[src/rtl/muldiv_unit_if.sv]
// rtl/muldiv_unit_if.sv - issue/result bundle between control unit and muldiv_unit
interface muldiv_unit_if #(
  parameter int WIDTH = 32
);
  logic             start;
  logic [1:0]       op;
  logic [WIDTH-1:0] a;
  logic [WIDTH-1:0] b;
  logic             mthi;
  logic             mtlo;
  logic [WIDTH-1:0] hi;
  logic [WIDTH-1:0] lo;
  logic             busy;
  logic             done;

  modport master (output start, op, a, b, mthi, mtlo, input hi, lo, busy, done);
  modport slave  (input start, op, a, b, mthi, mtlo, output hi, lo, busy, done);
endinterface

[src/rtl/muldiv_unit.sv]
// rtl/muldiv_unit.sv - iterative MULT/MULTU/DIV/DIVU into HI/LO with MTHI/MTLO
// MULDIV_FAST_MUL_EN: single-cycle combinational multiply; division stays iterative
module muldiv_unit #(
  parameter int WIDTH = 32
) (
  input  logic         clk,
  input  logic         rst_n,
  muldiv_unit_if.slave bus
);
  localparam int            CW   = $clog2(WIDTH);
  localparam int            DW   = 2 * WIDTH;
  localparam logic [CW-1:0] LAST = CW'(WIDTH - 1);

  typedef enum logic [1:0] {IDLE, CALC, FINISH} state_t;
  state_t state_q, state_d;

  logic             div_q;
  logic             neg_q;
  logic             neg_rem_q;
  logic [WIDTH-1:0] opnd_q;
  logic [WIDTH-1:0] a_q;
  logic [DW-1:0]    acc_q;
  logic [CW-1:0]    cnt_q;
  logic [WIDTH-1:0] hi_q, lo_q;
  logic             done_q;

  // Operand magnitudes; unsigned ops pass straight through
  logic             sa, sb;
  logic [WIDTH-1:0] mag_a, mag_b;
  assign sa    = ~bus.op[0] & bus.a[WIDTH-1];
  assign sb    = ~bus.op[0] & bus.b[WIDTH-1];
  assign mag_a = sa ? -bus.a : bus.a;
  assign mag_b = sb ? -bus.b : bus.b;

  logic [DW-1:0] iter_init, acc_init;
  logic          fast_mul;
  assign iter_init = bus.op[1] ? {{WIDTH{1'b0}}, mag_a} : {{WIDTH{1'b0}}, mag_b};

`ifdef MULDIV_FAST_MUL_EN
  assign fast_mul = ~bus.op[1];
  assign acc_init = fast_mul ? DW'(mag_a) * DW'(mag_b) : iter_init;
`else
  assign fast_mul = 1'b0;
  assign acc_init = iter_init;
`endif

  // Shift-add: acc = {partial high half, remaining multiplier bits}
  logic [WIDTH:0]  mul_sum;
  logic [DW-1:0]   mul_next;
  assign mul_sum  = {1'b0, acc_q[DW-1:WIDTH]} + (acc_q[0] ? {1'b0, opnd_q} : '0);
  assign mul_next = {mul_sum, acc_q[WIDTH-1:1]};

  // Restoring division: acc = {remainder, dividend bits shifting into quotient}
  logic [WIDTH:0]   rem_sh, diff;
  logic             ge;
  logic [DW-1:0]    div_next;
  logic             unused_diff_msb;
  assign rem_sh          = {acc_q[DW-1:WIDTH], acc_q[WIDTH-1]};
  assign ge              = rem_sh >= {1'b0, opnd_q};
  assign diff            = rem_sh - {1'b0, opnd_q};
  assign unused_diff_msb = diff[WIDTH];
  assign div_next = ge ? {diff[WIDTH-1:0], acc_q[WIDTH-2:0], 1'b1}
                       : {rem_sh[WIDTH-1:0], acc_q[WIDTH-2:0], 1'b0};

  logic [DW-1:0]    res_mul;
  logic [WIDTH-1:0] fin_hi, fin_lo;
  assign res_mul = neg_q ? -acc_q : acc_q;

  always_comb begin
    fin_hi = res_mul[DW-1:WIDTH];
    fin_lo = res_mul[WIDTH-1:0];
    if (div_q) begin
      if (opnd_q == '0) begin
        fin_hi = a_q;
        fin_lo = '1;
      end else begin
        fin_lo = neg_q     ? -acc_q[WIDTH-1:0]  : acc_q[WIDTH-1:0];
        fin_hi = neg_rem_q ? -acc_q[DW-1:WIDTH] : acc_q[DW-1:WIDTH];
      end
    end
  end

  always_comb begin
    state_d = state_q;
    case (state_q)
      IDLE:    if (bus.start) state_d = fast_mul ? FINISH : CALC;
      CALC:    if (cnt_q == LAST) state_d = FINISH;
      FINISH:  state_d = IDLE;
      default: state_d = IDLE;
    endcase
  end

  always_ff @(posedge clk or negedge rst_n) begin
    if (!rst_n) begin
      state_q   <= IDLE;
      div_q     <= 1'b0;
      neg_q     <= 1'b0;
      neg_rem_q <= 1'b0;
      opnd_q    <= '0;
      a_q       <= '0;
      acc_q     <= '0;
      cnt_q     <= '0;
      hi_q      <= '0;
      lo_q      <= '0;
      done_q    <= 1'b0;
    end else begin
      state_q <= state_d;
      done_q  <= 1'b0;
      case (state_q)
        IDLE: begin
          if (bus.start) begin
            div_q     <= bus.op[1];
            neg_q     <= sa ^ sb;
            neg_rem_q <= sa;
            opnd_q    <= bus.op[1] ? mag_b : mag_a;
            a_q       <= bus.a;
            acc_q     <= acc_init;
            cnt_q     <= '0;
          end else begin
            if (bus.mthi) hi_q <= bus.a;
            if (bus.mtlo) lo_q <= bus.a;
          end
        end
        CALC: begin
          acc_q <= div_q ? div_next : mul_next;
          cnt_q <= cnt_q + 1'b1;
        end
        FINISH: begin
          hi_q   <= fin_hi;
          lo_q   <= fin_lo;
          done_q <= 1'b1;
        end
        default: ;
      endcase
    end
  end

  assign bus.hi   = hi_q;
  assign bus.lo   = lo_q;
  assign bus.busy = (state_q != IDLE);
  assign bus.done = done_q;
endmodule

[src/flat_wrapper.sv]
// flat-port wrapper written by rule: the top's interface ports become plain ports
module muldiv_unit_flat 
#(
  parameter int WIDTH = 32
)
  (clk, rst_n, bus_start, bus_op, bus_a, bus_b, bus_mthi, bus_mtlo, bus_hi, bus_lo, bus_busy, bus_done);
  muldiv_unit_if #(.WIDTH(WIDTH)) bus_i ();
  input  logic clk;
  input  logic rst_n;
  input wire logic [$bits(bus_i.start)-1:0] bus_start;
  input wire logic [$bits(bus_i.op)-1:0] bus_op;
  input wire logic [$bits(bus_i.a)-1:0] bus_a;
  input wire logic [$bits(bus_i.b)-1:0] bus_b;
  input wire logic [$bits(bus_i.mthi)-1:0] bus_mthi;
  input wire logic [$bits(bus_i.mtlo)-1:0] bus_mtlo;
  output wire logic [$bits(bus_i.hi)-1:0] bus_hi;
  output wire logic [$bits(bus_i.lo)-1:0] bus_lo;
  output wire logic [$bits(bus_i.busy)-1:0] bus_busy;
  output wire logic [$bits(bus_i.done)-1:0] bus_done;
  assign bus_i.start = bus_start;
  assign bus_i.op = bus_op;
  assign bus_i.a = bus_a;
  assign bus_i.b = bus_b;
  assign bus_i.mthi = bus_mthi;
  assign bus_i.mtlo = bus_mtlo;
  assign bus_hi = bus_i.hi;
  assign bus_lo = bus_i.lo;
  assign bus_busy = bus_i.busy;
  assign bus_done = bus_i.done;
  muldiv_unit #(.WIDTH(WIDTH)) u_core (.clk(clk), .rst_n(rst_n), .bus(bus_i));
endmodule
[config.mk]
export PLATFORM = sky130hd
export DESIGN_NAME = muldiv_unit_flat
export DESIGN_NICKNAME = d
export VERILOG_FILES = /design/src/rtl/muldiv_unit_if.sv /design/src/rtl/muldiv_unit.sv /design/src/flat_wrapper.sv
export SDC_FILE = /design/constraint.sdc
export NUM_CORES = 1
export LEC_CHECK = 0
export CORE_ASPECT_RATIO = 0.8
export CORE_MARGIN = 8
export CORE_UTILIZATION = 35
export DETAILED_ROUTE_END_ITERATION = 8
export SETUP_SLACK_MARGIN = 0.3
export SLEW_MARGIN = 20
export SYNTH_ARGS = -nofsm -noshare
export SYNTH_HDL_FRONTEND = slang
export SYNTH_SLANG_ARGS = --single-unit
[constraint.sdc]
create_clock -name clk -period 9.4 [get_ports clk]
set_input_delay 0.94 -clock clk [delete_from_list [all_inputs] [get_ports clk]]
set_output_delay 0.94 -clock clk [all_outputs]
set_load 0.02 [all_outputs]
==> run summary, run 1 <==
The run finished with clean final reports. The data required time at the worst endpoint is 9790 ps. In the final routed layout, each cell accounts on average for between 20 and 25 µm. The largest fanout of any net on the critical path is 32. The number of flops mapped to enable cells by yosys came out at 0. Once layout is complete, the utilization of the core stands at between 40% and 50%. The floorplan step defined a die boundary enclosing 55300 µm². The data arrival time of the worst path came out at around 4800 ps. The total detailed-routing wirelength came out at 66200 µm.

In this run, post-CTS hold repair placed 0 buffers. The number of H-tree branching levels came out at 1. Between clock sinks in the finished design, the worst skew comes to 18.9 ps.

The number of global-route vias before repair is around 16k. The total length of routed met3 wires came out at 8980 µm. The signal on the critical path passes through inv_1 -> buf_4 -> nor2_1 -> ha_1 -> o211ai_1 -> o211ai_1 -> a221oi_1 -> buf_4 -> or4b_2 -> a31oi_1 -> a21boi_0 -> o21ai_0 -> xor2_1 -> a22oi_1 -> o21ai_0. The final-report hold violation count is 0. TritonCTS built the clock tree.

The number of clock sinks is 203. The delay of the slowest cell on the worst path came out at roughly 700 ps. The combined area of the multi-input logic cells came out at 10900 µm². The region available for standard cell placement spans 47200 µm². The total negative slack is 0 ps. The final weighted congestion in routability-driven placement is 0.922. The largest buffer count on any clock path came out at 3. The number of gates resized after CTS was 0. For the worst-skew pair, the clock arrives at the later sink with an insertion delay of about 550 ps.

The total grt overflow came out at 0. For this run, the detailed router's first-pass iteration total came to 6. The proportion of register bits with asynchronous set or reset after synthesis came out at 100%. The standard cell with the maximum stage delay on the critical path is sky130_fd_sc_hd__or4b_2. The mapped netlist covers 16800 µm².

Measured along the x axis, the die boundary spans 261 µm. The final total power is 7850 µW. The synthesized instance count came out at between 2k and 2.5k.

The share of cells above drive strength 1 came out at 4.93%. The met2 wirelength from detailed routing is 26300 µm. The row count is 71.

The number of diodes is 0. The detailed placer's ending HPWL came out at 49900 µm. The portion of the post-synthesis area used by sequential elements came out at 30.2%. The violation count after the first detailed-route iteration is 1977.

Headroom to the max-slew limit came out at 22.3%. Entering global routing, the biggest net connects 107 pins. The maximum clock rate is 0.227 GHz. The setup violation total in the final timing report came out at 0. The post-route DRC violation count is 0. The total via count in the routed design came out at 16.8k. After detailed routing, the wire length on met1 is 29200 µm. The setup slack after layout is 4990 ps. The detail-routed via count per cell is between 5 and 6. The startpoint type of the worst setup path is a flip-flop. The area taken by flip-flops and latches came out at just over 5000 µm². The clock period minus final worst setup slack is between 4000 and 5000 ps.

The chip height came out at 212 µm. The critical path is of the flip-flop to flip-flop type. The count of maximum capacitance violations is 0. The synthesized netlist contains approximately 70 unique library cells. The clock transition at the register clock pins on the worst setup and hold paths after CTS is approximately 60 ps. Setup repair after global routing left no endpoint under its margin. The number of buffer cells added on primary ports came out at approximately 140. The initial utilization of the core area, before any placement, comes to 35.6%. In this run the remaining antenna-violating nets after routing total 0.

The number of setup buffers added after CTS is 0. The net count of the mapped netlist is between 2k and 2.5k. The number of slew-limit violations in the final report came out at 0. The number of flip-flops and latches in the synthesized netlist came out at 203. The power density over the cells is between 400 and 500 nW/µm². The largest vdd supply drop is between 0.1 and 0.15 mV. The number of buffers created by CTS is 25. The filler cell count in the final layout came out at around 4.8k.

The worst slack at placement came out at 4930 ps. In this run the static leakage power is around 0.008 µW. For this run, the number of Yosys warnings is 0.

The first-pass GRT wire length came out at 99200 µm. For this run, the leading register cell type out of synthesis is sky130_fd_sc_hd__dfrtp_1. The post-layout net count came out at 2315. At the pin with the least slew margin, the transition time is 1160 ps. 137 I/O pins were placed. The endpoint kind of the worst setup timing path is a flip-flop.

The master cell of the clock root buffer is sky130_fd_sc_hd__clkbuf_16. The worst hold margin came out at 472 ps. The final cycle utilization of the critical path came out at 46.9%. The post-synthesis average cell area came out at 7.80 µm². The type of the worst min-delay path is flip-flop to flip-flop. The highest layer touched by signal routing is met5.

The global-route usage over all layers came out at 23.2%. The area growth from synthesis to layout is 14.9%. The number of antenna violations at the first check in global routing came to 2.
==> registers in the layout (all words and copies together) (netlist names), 2 cells and up <==
signal          count
u_core.state_q      2
u_core.cnt_q        5
u_core.opnd_q      32
u_core.acc_q       64
u_core.bus.hi      32
u_core.a_q         32
u_core.bus.lo      32
==> where the power goes <==
| part | total, µW | internal [µW] | switching, µW | leakage, µW |
|---|---|---|---|---|
| logic | 4840 | 2030 | 2810 | 0.00512 |
| registers | 2010 | 1320 | 694 | 0.00245 |
| clock network | 1000 | 576 | 424 | 0.000405 |
==> critical path, delay by kind of cell (launching register included) <==
| family | cells | cell delay [ps] |
|---|---|---|
| DFF | 1 | 500 |
| AOI/OAI and AO/OA | 8 | 1810 |
| xor gates and xnor gates | 1 | 100 |
| and+or+nand+nor | 2 | 800 |
| buffers and inverters | 3 | 650 |
| adders and majority gates | 1 | 360 |
==> Yosys cell counts, drive strengths merged (15+ instances only) <==
master / instances / share of area, %
a211oi: 42 / 1.9
and2: 15 / 0.56
o211ai: 40 / 1.8
or3: 20 / 0.74
nor4: 23 / 0.89
a32oi: 37 / 1.9
nor3: 26 / 0.77
o22ai: 17 / 0.63
inv: 65 / 1.5
dfrtp: 203 / 30
a21o: 23 / 1.0
a31oi: 24 / 0.89
mux2i: 55 / 3.3
xor2: 111 / 5.8
xnor2: 92 / 4.8
nand2b: 18 / 0.71
nor2b: 26 / 0.97
ha: 70 / 5.2
or4: 16 / 0.80
buf: 33 / 0.88
o41ai: 15 / 0.89
clkbuf: 132 / 2.9
a22oi: 20 / 0.89
a21oi: 130 / 3.9
o31ai: 33 / 1.5
nand3: 27 / 0.80
o21ai: 200 / 6.0
nor2: 145 / 3.2
nand2: 363 / 8.1
==> placed cells by master, fill, tap and decap left out, types with 16 or more instances in the layout <==
master                            count
sky130_fd_sc_hd__nand2_1            361
sky130_fd_sc_hd__dfrtp_1            201
sky130_fd_sc_hd__o21ai_0            195
sky130_fd_sc_hd__nor2_1             143
sky130_fd_sc_hd__clkdlybuf4s50_1    134
sky130_fd_sc_hd__a21oi_1            130
sky130_fd_sc_hd__xor2_1             111
sky130_fd_sc_hd__xnor2_1             92
sky130_fd_sc_hd__ha_1                70
sky130_fd_sc_hd__inv_1               65
sky130_fd_sc_hd__mux2i_1             55
sky130_fd_sc_hd__a211oi_1            42
sky130_fd_sc_hd__o211ai_1            40
sky130_fd_sc_hd__a32oi_1             37
sky130_fd_sc_hd__o31ai_1             31
sky130_fd_sc_hd__nand3_1             27
sky130_fd_sc_hd__nor3_1              26
sky130_fd_sc_hd__nor2b_1             25
sky130_fd_sc_hd__clkbuf_16           25
sky130_fd_sc_hd__a31oi_1             24
sky130_fd_sc_hd__a21o_1              23
sky130_fd_sc_hd__nor4_1              22
sky130_fd_sc_hd__buf_4               21
sky130_fd_sc_hd__or3_1               20
sky130_fd_sc_hd__a22oi_1             20
sky130_fd_sc_hd__o22ai_1             17
sky130_fd_sc_hd__nand2b_1            16
==> kinds of logic (layout without fill, tap and decap cells) <==
kind of cell | after synthesis | in the layout | synth area share, %
muxes | 59 | 59 | 3.55
DFF | 203 | 203 | 30.2
and+or+nand+nor | 737 | 737 | 20.1
xor gates and xnor gates | 203 | 203 | 10.6
buffers and inverters | 230 | 268 | 5.28
AOI/OAI and AO/OA | 649 | 649 | 24.8
adders and majority gates | 72 | 72 | 5.45
==> area by class of cell <==
type	instances	share of cell area, %
Clock inverter	14	0.700
Multi-Input combinational cell	1720	56.3
Inverter	65	1.26
Timing Repair Buffer	157	7.86
Sequential cell	203	26.3
Tap cell	620	4.02
Clock buffer	32	3.58
==> per-layer routing <==
metal  global-route usage [%]  up-vias
met1                     33.0     8120
met3                     9.77       99
li1                         -     7729
met2                     31.9      855
met5                        0        -
met4                     5.64        2
==> final timing paths <==
check / from / endpoint / slack [ps] / cells after the start
setup / recovery: u_core.acc_q[0] / u_core.acc_q[60] / 4990 / 15
hold / removal: u_core.a_q[10] / u_core.a_q[10] / 470 / 2
setup reg to reg: u_core.acc_q[0] / u_core.acc_q[60] / 4990 / 15
hold reg to reg: u_core.a_q[10] / u_core.a_q[10] / 470 / 2
max in group asynchronous: rst_n / u_core.div_q / 7520 / 2
min in group asynchronous: rst_n / u_core.a_q[4] / 520 / 1
==> per-stage QoR <==
step,instances,instance area [µm²]
after global placement,2765,18500
after global routing,2811,19300
final,2811,19300
after detailed placement,2765,18500
after CTS,2811,19300
after floorplan,2153,16800
Power figures use the tool's default switching activity.
==> run 2, diff against run 1 <==
==> constraint.sdc (replaced) <==
create_clock -name clk -period 3.8 [get_ports clk]
set_input_delay 0.38 -clock clk [delete_from_list [all_inputs] [get_ports clk]]
set_output_delay 0.38 -clock clk [all_outputs]
set_load 0.02 [all_outputs]
==> run summary, run 2 (synthesis results as in run 1) <==
The run finished with clean final reports. The number of global-route vias before repair came out at 15.9k (+1.1%). The number of H-tree branching levels is 1 (unchanged). Relative to the synthesized area, the layout overhead comes to 21.8%. The number of buffer cells added on primary ports came out at 136 (unchanged). The chip height was 212 µm (unchanged).

The clock period minus final worst setup slack is 3420 ps (-988 ps). The largest register by flop count is u_core.acc_q. Setup repair after global routing left no endpoint under its margin. The count of nets left with antenna violations after detail routing came out at 0 (unchanged). The number of stages on the worst setup path came out at 9 (-6). The detail-routed via count per cell came to 5.95 (-0.55%).

The critical path starts at u_core.acc_q[16]. The total detailed-routing wirelength is 69300 µm (+4.7%). The top cell types in the final layout, fill and taps aside, are 361 x sky130_fd_sc_hd__nand2_1, 200 x sky130_fd_sc_hd__dfrtp_1, 189 x sky130_fd_sc_hd__o21ai_0. The violation count after the first detailed-route iteration is 2108 (+6.6%). The post-layout net count came out at 2434 (+5.1%). The share of cells above drive strength 1 is 10.8% (+5.9 points). The area inside the core boundary is 47200 µm² (unchanged).

The buffers plus inverters on the worst setup path is 1 (-2). The largest fanout of any net on the critical path came out at 13 (-59%). The data arrival time of the worst path came out at 3870 ps (-930 ps). The width of the die came out at 261 µm (unchanged). The worst slack at placement is 86.8 ps (-4840 ps). The setup path with the least slack is of type flip-flop to flip-flop. The count of maximum capacitance violations came out at 0 (unchanged).

The total via count in the routed design was 17.4k (+3.6%). The power density over the cells came out at 1020 nW/µm² (+150%). The slew at the pin with the worst max-slew slack came out at 1050 ps (-109 ps). In this run the clock root is driven by a sky130_fd_sc_hd__clkbuf_16. The largest vdd supply drop came out at 0.411 mV (+180%).

The cell that appears most often on the critical path is sky130_fd_sc_hd__or4_4. The detailed placer's ending HPWL came out at 52100 µm (+4.5%). The number of diodes came to 0 (unchanged). The effective utilization at floorplan came out at 35.6% (unchanged). The total negative slack is 0 ps (unchanged). The leading cell type in the layout, fill and taps excluded is sky130_fd_sc_hd__nand2_1. The number of slew-limit violations in the final report is 0 (unchanged).

The worst slew margin relative to its limit came to 30.1% (+7.9 points). The cell family contributing the most delay on the critical path is simple AND/OR/NAND/NOR gates. The filler cell count in the final layout is 4640 (-2.4%).

The clock network latency to the later pin of the worst-skew pair is 580 ps (+30 ps). The number of antenna violations at the first check in global routing came out at 1 (-1). The worst setup path is captured at a flip-flop. The number of cells on the worst reg-to-reg path came out at 9 (-6). The final weighted congestion in routability-driven placement came out at 0.988 (+7.1%). The static leakage is 0.00859 µW (+7.8%). The die footprint came out at 55300 µm² (unchanged).

The global-route usage over all layers is 23.9% (+0.72 points). The first-pass GRT wire length is 102000 µm (+3.3%). The largest buffer count on any clock path came out at 3 (unchanged). The signal on the critical path passes through or4_4 -> or4b_4 -> or4_4 -> nand2b_4 -> buf_4 -> o41ai_4 -> xnor2_1 -> o21ai_1 -> nand2_1.

The number of detailed-route iterations in the first pass was 6 (unchanged). The row count came out at 71 (unchanged). The clock tree from TritonCTS is done. The startpoint type of the worst setup path is a flip-flop.

The data required time at the worst endpoint is 4250 ps (-5540 ps). The setup violation total in the final timing report came out at 0 (unchanged). The final-report hold violation count is 0 (unchanged). The clock transition at the register clock pins on the worst setup and hold paths after CTS is 70 ps (about the same). The setup slack after layout is 378 ps (-4610 ps).

The delay of the slowest cell on the worst path came to 570 ps (-130 ps). The post-route DRC violation count came out at 0 (unchanged). The number of buffers created by CTS came out at 25 (unchanged). The count of boundary I/O pins is 137 (unchanged).

The final cycle utilization of the critical path came out at 90.1% (+43 points). The number of flip-flops in the largest register came to 64 (unchanged). The maximum number of pins on one net before global-route repair is 100 (-6.5%). The number of clock sinks came out at 203 (unchanged). The beginning of the worst register-to-register path is u_core.acc_q[16]. The total grt overflow came out at 0 (unchanged). The standard cell with the maximum stage delay on the critical path is sky130_fd_sc_hd__or4_4. The type of the worst min-delay path is primary input to asynchronous set/reset pin. The maximum clock rate was 0.292 GHz (+29%). The per-cell routed wire length came out at 23.7 µm (+0.53%). The worst setup skew after layout came out at 28.2 ps (+9.26 ps).
run 2: cell types whose count changed in the layout (fill, tap and decap cells not counted), sizes merged:
cell	previous run	this run
buf	22	139
clkbuf	33	35
clkinv	8	6
bufinv	2	3
clkinvlp	3	2
dlygate4sd3	0	1
run 2: cell type report:
cell class / instances / area (µm²) / area share (%)
repair buffers: 276 / 2480 / 12.1
flip-flops and latches: 203 / 5080 / 24.9
well taps: 620 / 776 / 3.79
inverters: 65 / 244 / 1.19
multi-input cells: 1720 / 11000 / 53.9
clock inverters: 12 / 163 / 0.795
clock buffers: 33 / 686 / 3.35
run 2: per-stage QoR:
stage	utilization [%]	hold slack, ps	total power [µW]	std cells	area [µm²]
CTS	42.7	446	20000	2911	20100
detailed placement	40.8	457	17400	2863	19300
global placement	40.8	455	17200	2863	19300
finish	43.4	424	20800	2929	20500
global route	43.4	484	22200	2929	20500
floorplan	-	84.4	12900	2153	16800
run 2: final timing paths:
| path | endpoint | slack [ps] |
|---|---|---|
| max | u_core.bus.hi[19] | 380 |
| min | u_core.bus.hi[6] | 420 |
| max reg2reg | u_core.bus.hi[19] | 380 |
| min reg2reg | u_core.a_q[6] | 470 |
| max in group asynchronous | u_core.neg_q | 2230 |
| min in group clk | u_core.a_q[0] | 460 |
run 2: routing by layer:
| layer | GRT usage, % | wire (µm) |
|---|---|---|
| met2 | 32.8 | 27700 |
| met5 | 0 | 0 |
| met4 | 4.80 | 1490 |
| met1 | 36.8 | 32300 |
| met3 | 6.20 | 7830 |
run 2: what timing repair did:
| item | in CTS | in global routing |
|---|---|---|
| cloned | 0 | 1 |
| pin swaps | 3 | 13 |
| hold endpoints to repair | 38 | 0 |
| setup buffers | 2 | 17 |
| gates resized for setup | 8 | 34 |
| setup endpoints to repair | 8 | 22 |
| hold buffers | 1 | 0 |
run 2: report_power, final:
| part | leakage [µW] | switching [µW] | internal [µW] |
|---|---|---|---|
| clock | 0.000412 | 1090 | 1480 |
| combinational | 0.00574 | 8010 | 5780 |
| sequential | 0.00245 | 1190 | 3280 |
==> run 3, diff against run 2 <==
--- a/config.mk
+++ b/config.mk
@@ -10,7 +10,6 @@
 export CORE_UTILIZATION = 35
 export DETAILED_ROUTE_END_ITERATION = 8
 export SETUP_SLACK_MARGIN = 0.3
-export SLEW_MARGIN = 20
 export SYNTH_ARGS = -nofsm -noshare
 export SYNTH_HDL_FRONTEND = slang
 export SYNTH_SLANG_ARGS = --single-unit
==> run summary, run 3 (synthesis results as in run 1) <==
The run finished with clean final reports. The number of slew-limit violations in the final report came out at 0 (unchanged). The first-pass GRT wire length was 102000 µm (unchanged). The total detailed-routing wirelength came out at 69300 µm (about the same). The count of nets left with antenna violations after detail routing came out at 0 (unchanged).

The worst slew margin relative to its limit is 21.3% (-8.8 points). CTS placed an instance of sky130_fd_sc_hd__clkbuf_16 at the clock tree root. The number of buffers created by CTS is 25 (unchanged).

The slew at the pin with the worst max-slew slack is 1180 ps (+131 ps). STA classifies the critical path startpoint as a flip-flop. The chip height came to 212 µm (unchanged). The number of diodes came to 0 (unchanged).

The library cells used most frequently in the layout, excluding fill and tap cells, are 362 x sky130_fd_sc_hd__nand2_1, 200 x sky130_fd_sc_hd__dfrtp_1, 189 x sky130_fd_sc_hd__o21ai_0. The filler cell count in the final layout came out at 4642 (+0.043%). Counting flops per register, the top entry is u_core.acc_q. The maximum number of pins on one net before global-route repair came out at 100 (unchanged). The clock network latency to the later pin of the worst-skew pair is 580 ps (about the same). The data arrival time of the worst path is 3870 ps (about the same). The worst register-to-register path begins at u_core.acc_q[16]. The total grt overflow is 0 (unchanged). The library cell used most frequently in the layout, excluding fill and tap cells, is sky130_fd_sc_hd__nand2_1. The area growth from synthesis to layout was 21.8% (about the same). TritonCTS built the clock tree. The worst slack at placement came out at 86.8 ps (unchanged). The data required time at the worst endpoint was 4250 ps (about the same). The number of antenna violations at the first check in global routing is 1 (unchanged). The number of global-route vias before repair came out at 15.9k (unchanged).

The count of boundary I/O pins came out at 137 (unchanged). The static leakage is 0.00859 µW (about the same). The violation count after the first detailed-route iteration came out at 2082 (-1.2%). The maximum clock rate was 0.292 GHz (about the same). The width of the die is 261 µm (unchanged). The post-route DRC violation count is 0 (unchanged).

The instance count after placement with tap cells included came out at 2863 (unchanged). The total negative slack came out at 0 ps (unchanged). The row count is 71 (unchanged).

The power density over the cells was 1020 nW/µm² (about the same). The per-cell routed wire length came out at 23.6 µm (about the same). The share of cells above drive strength 1 came to 10.8% (-0.043 points). The largest fanout of any net on the critical path is 13 (unchanged). The post-layout net count is 2434 (unchanged). The die footprint came out at 55300 µm² (unchanged).

The number of buffer cells added on primary ports is 136 (unchanged). The largest buffer count on any clock path is 3 (unchanged). The type of the worst min-delay path is primary input to asynchronous set/reset pin.

The endpoint kind of the worst setup timing path is a flip-flop. The global-route usage over all layers was 23.9% (unchanged). The detailed placer's ending HPWL was 52100 µm (unchanged). The share of the core filled with cells was 43.4% (about the same).

The final cycle utilization of the critical path is 90.0% (about the same). The register-to-register setup slack was 380 ps (about the same). The setup violation total in the final timing report is 0 (unchanged).

The effective utilization at floorplan came out at 35.6% (unchanged). The clock transition at the register clock pins on the worst setup and hold paths after CTS came out at 70 ps (about the same). Setup repair after global routing left no endpoint under its margin. The final-report hold violation count is 0 (unchanged). The launching element of the worst setup path is u_core.acc_q[16]. The worst hold margin came to 439 ps (+15.5 ps). The number of H-tree branching levels is 1 (unchanged). The setup path with the least slack is of type flip-flop to flip-flop.

The number of detailed-route iterations in the first pass is 6 (unchanged). The worst setup skew after layout was 31.6 ps (+3.42 ps). The final weighted congestion in routability-driven placement is 0.988 (unchanged).

The detail-routed via count per cell came out at 5.95 (about the same). The setup slack after layout is 380 ps (+1.91 ps). The number of clock sinks came to 203 (unchanged). The area inside the core boundary is 47200 µm² (unchanged). The count of placed standard cells in the final layout, fillers left out came out at 2929 (unchanged). The clock period minus final worst setup slack is 3420 ps (-1.91 ps). The largest vdd supply drop came to 0.411 mV (-0.12%). The count of maximum capacitance violations was 0 (unchanged).

The total via count in the routed design came out at 17.4k (+0.046%). The number of flip-flops in the largest register came to 64 (unchanged).
-- run 3: what timing repair did --
item                                    CTS  global route
hold endpoints to repair                 38             0
hold buffers                              1             0
setup buffers                             2            17
gates cloned                              0             1
resized for setup                         8            34
pin swaps                                 3            13
endpoints found under the setup margin    8            22
-- run 3: path summary, 6_finish.rpt --
kind | cells past startpoint | end
hold / removal | 2 | u_core.bus.hi[6]
min in group clk | 2 | u_core.a_q[6]
setup / recovery | 9 | u_core.bus.hi[19]
hold reg to reg | 2 | u_core.a_q[6]
setup reg to reg | 9 | u_core.bus.hi[19]
max in group asynchronous | 3 | u_core.neg_q
-- run 3: layout make-up --
type / instances / area [µm²] / area share (%)
repair buffers: 276 / 2480 / 12.1
multi-input cells: 1720 / 11000 / 53.9
well taps: 620 / 776 / 3.79
clock inverters: 12 / 163 / 0.795
clock buffers: 33 / 686 / 3.35
flip-flops and latches: 203 / 5080 / 24.9
inverters: 65 / 244 / 1.19
-- run 3: worst max-delay path, cell delays in order, from the launching register on --
cell and delay (ps):
sky130_fd_sc_hd__dfrtp_1 460, sky130_fd_sc_hd__or4_4 570, sky130_fd_sc_hd__or4b_4 530, sky130_fd_sc_hd__or4_4 470, sky130_fd_sc_hd__nand2b_4 270, sky130_fd_sc_hd__buf_4 190
sky130_fd_sc_hd__o41ai_4 290, sky130_fd_sc_hd__xnor2_1 110, sky130_fd_sc_hd__o21ai_1 320, sky130_fd_sc_hd__nand2_1 90
-- run 3: where the power goes --
part	total (µW)	internal, µW	switching [µW]
Combinational	13800	5780	8010
Sequential	4470	3280	1190
Clock	2570	1480	1090
-- run 3: layer usage --
| metal | part of all wire, % | global-route usage (%) | wire (µm) |
|---|---|---|---|
| met4 | 2.3 | 4.80 | 1580 |
| met1 | 46 | 36.8 | 32000 |
| met3 | 12 | 6.20 | 8120 |
| met5 | 0 | 0 | 0 |
| met2 | 40 | 32.8 | 27600 |
-- run 3: metrics by stage --
step,power (µW),cell area (µm²)
2_1_floorplan,12900,16800
3_3_place_gp,17200,19300
3_5_place_dp,17400,19300
4_1_cts,20000,20100
5_1_grt,22200,20500
6_report,20800,20500
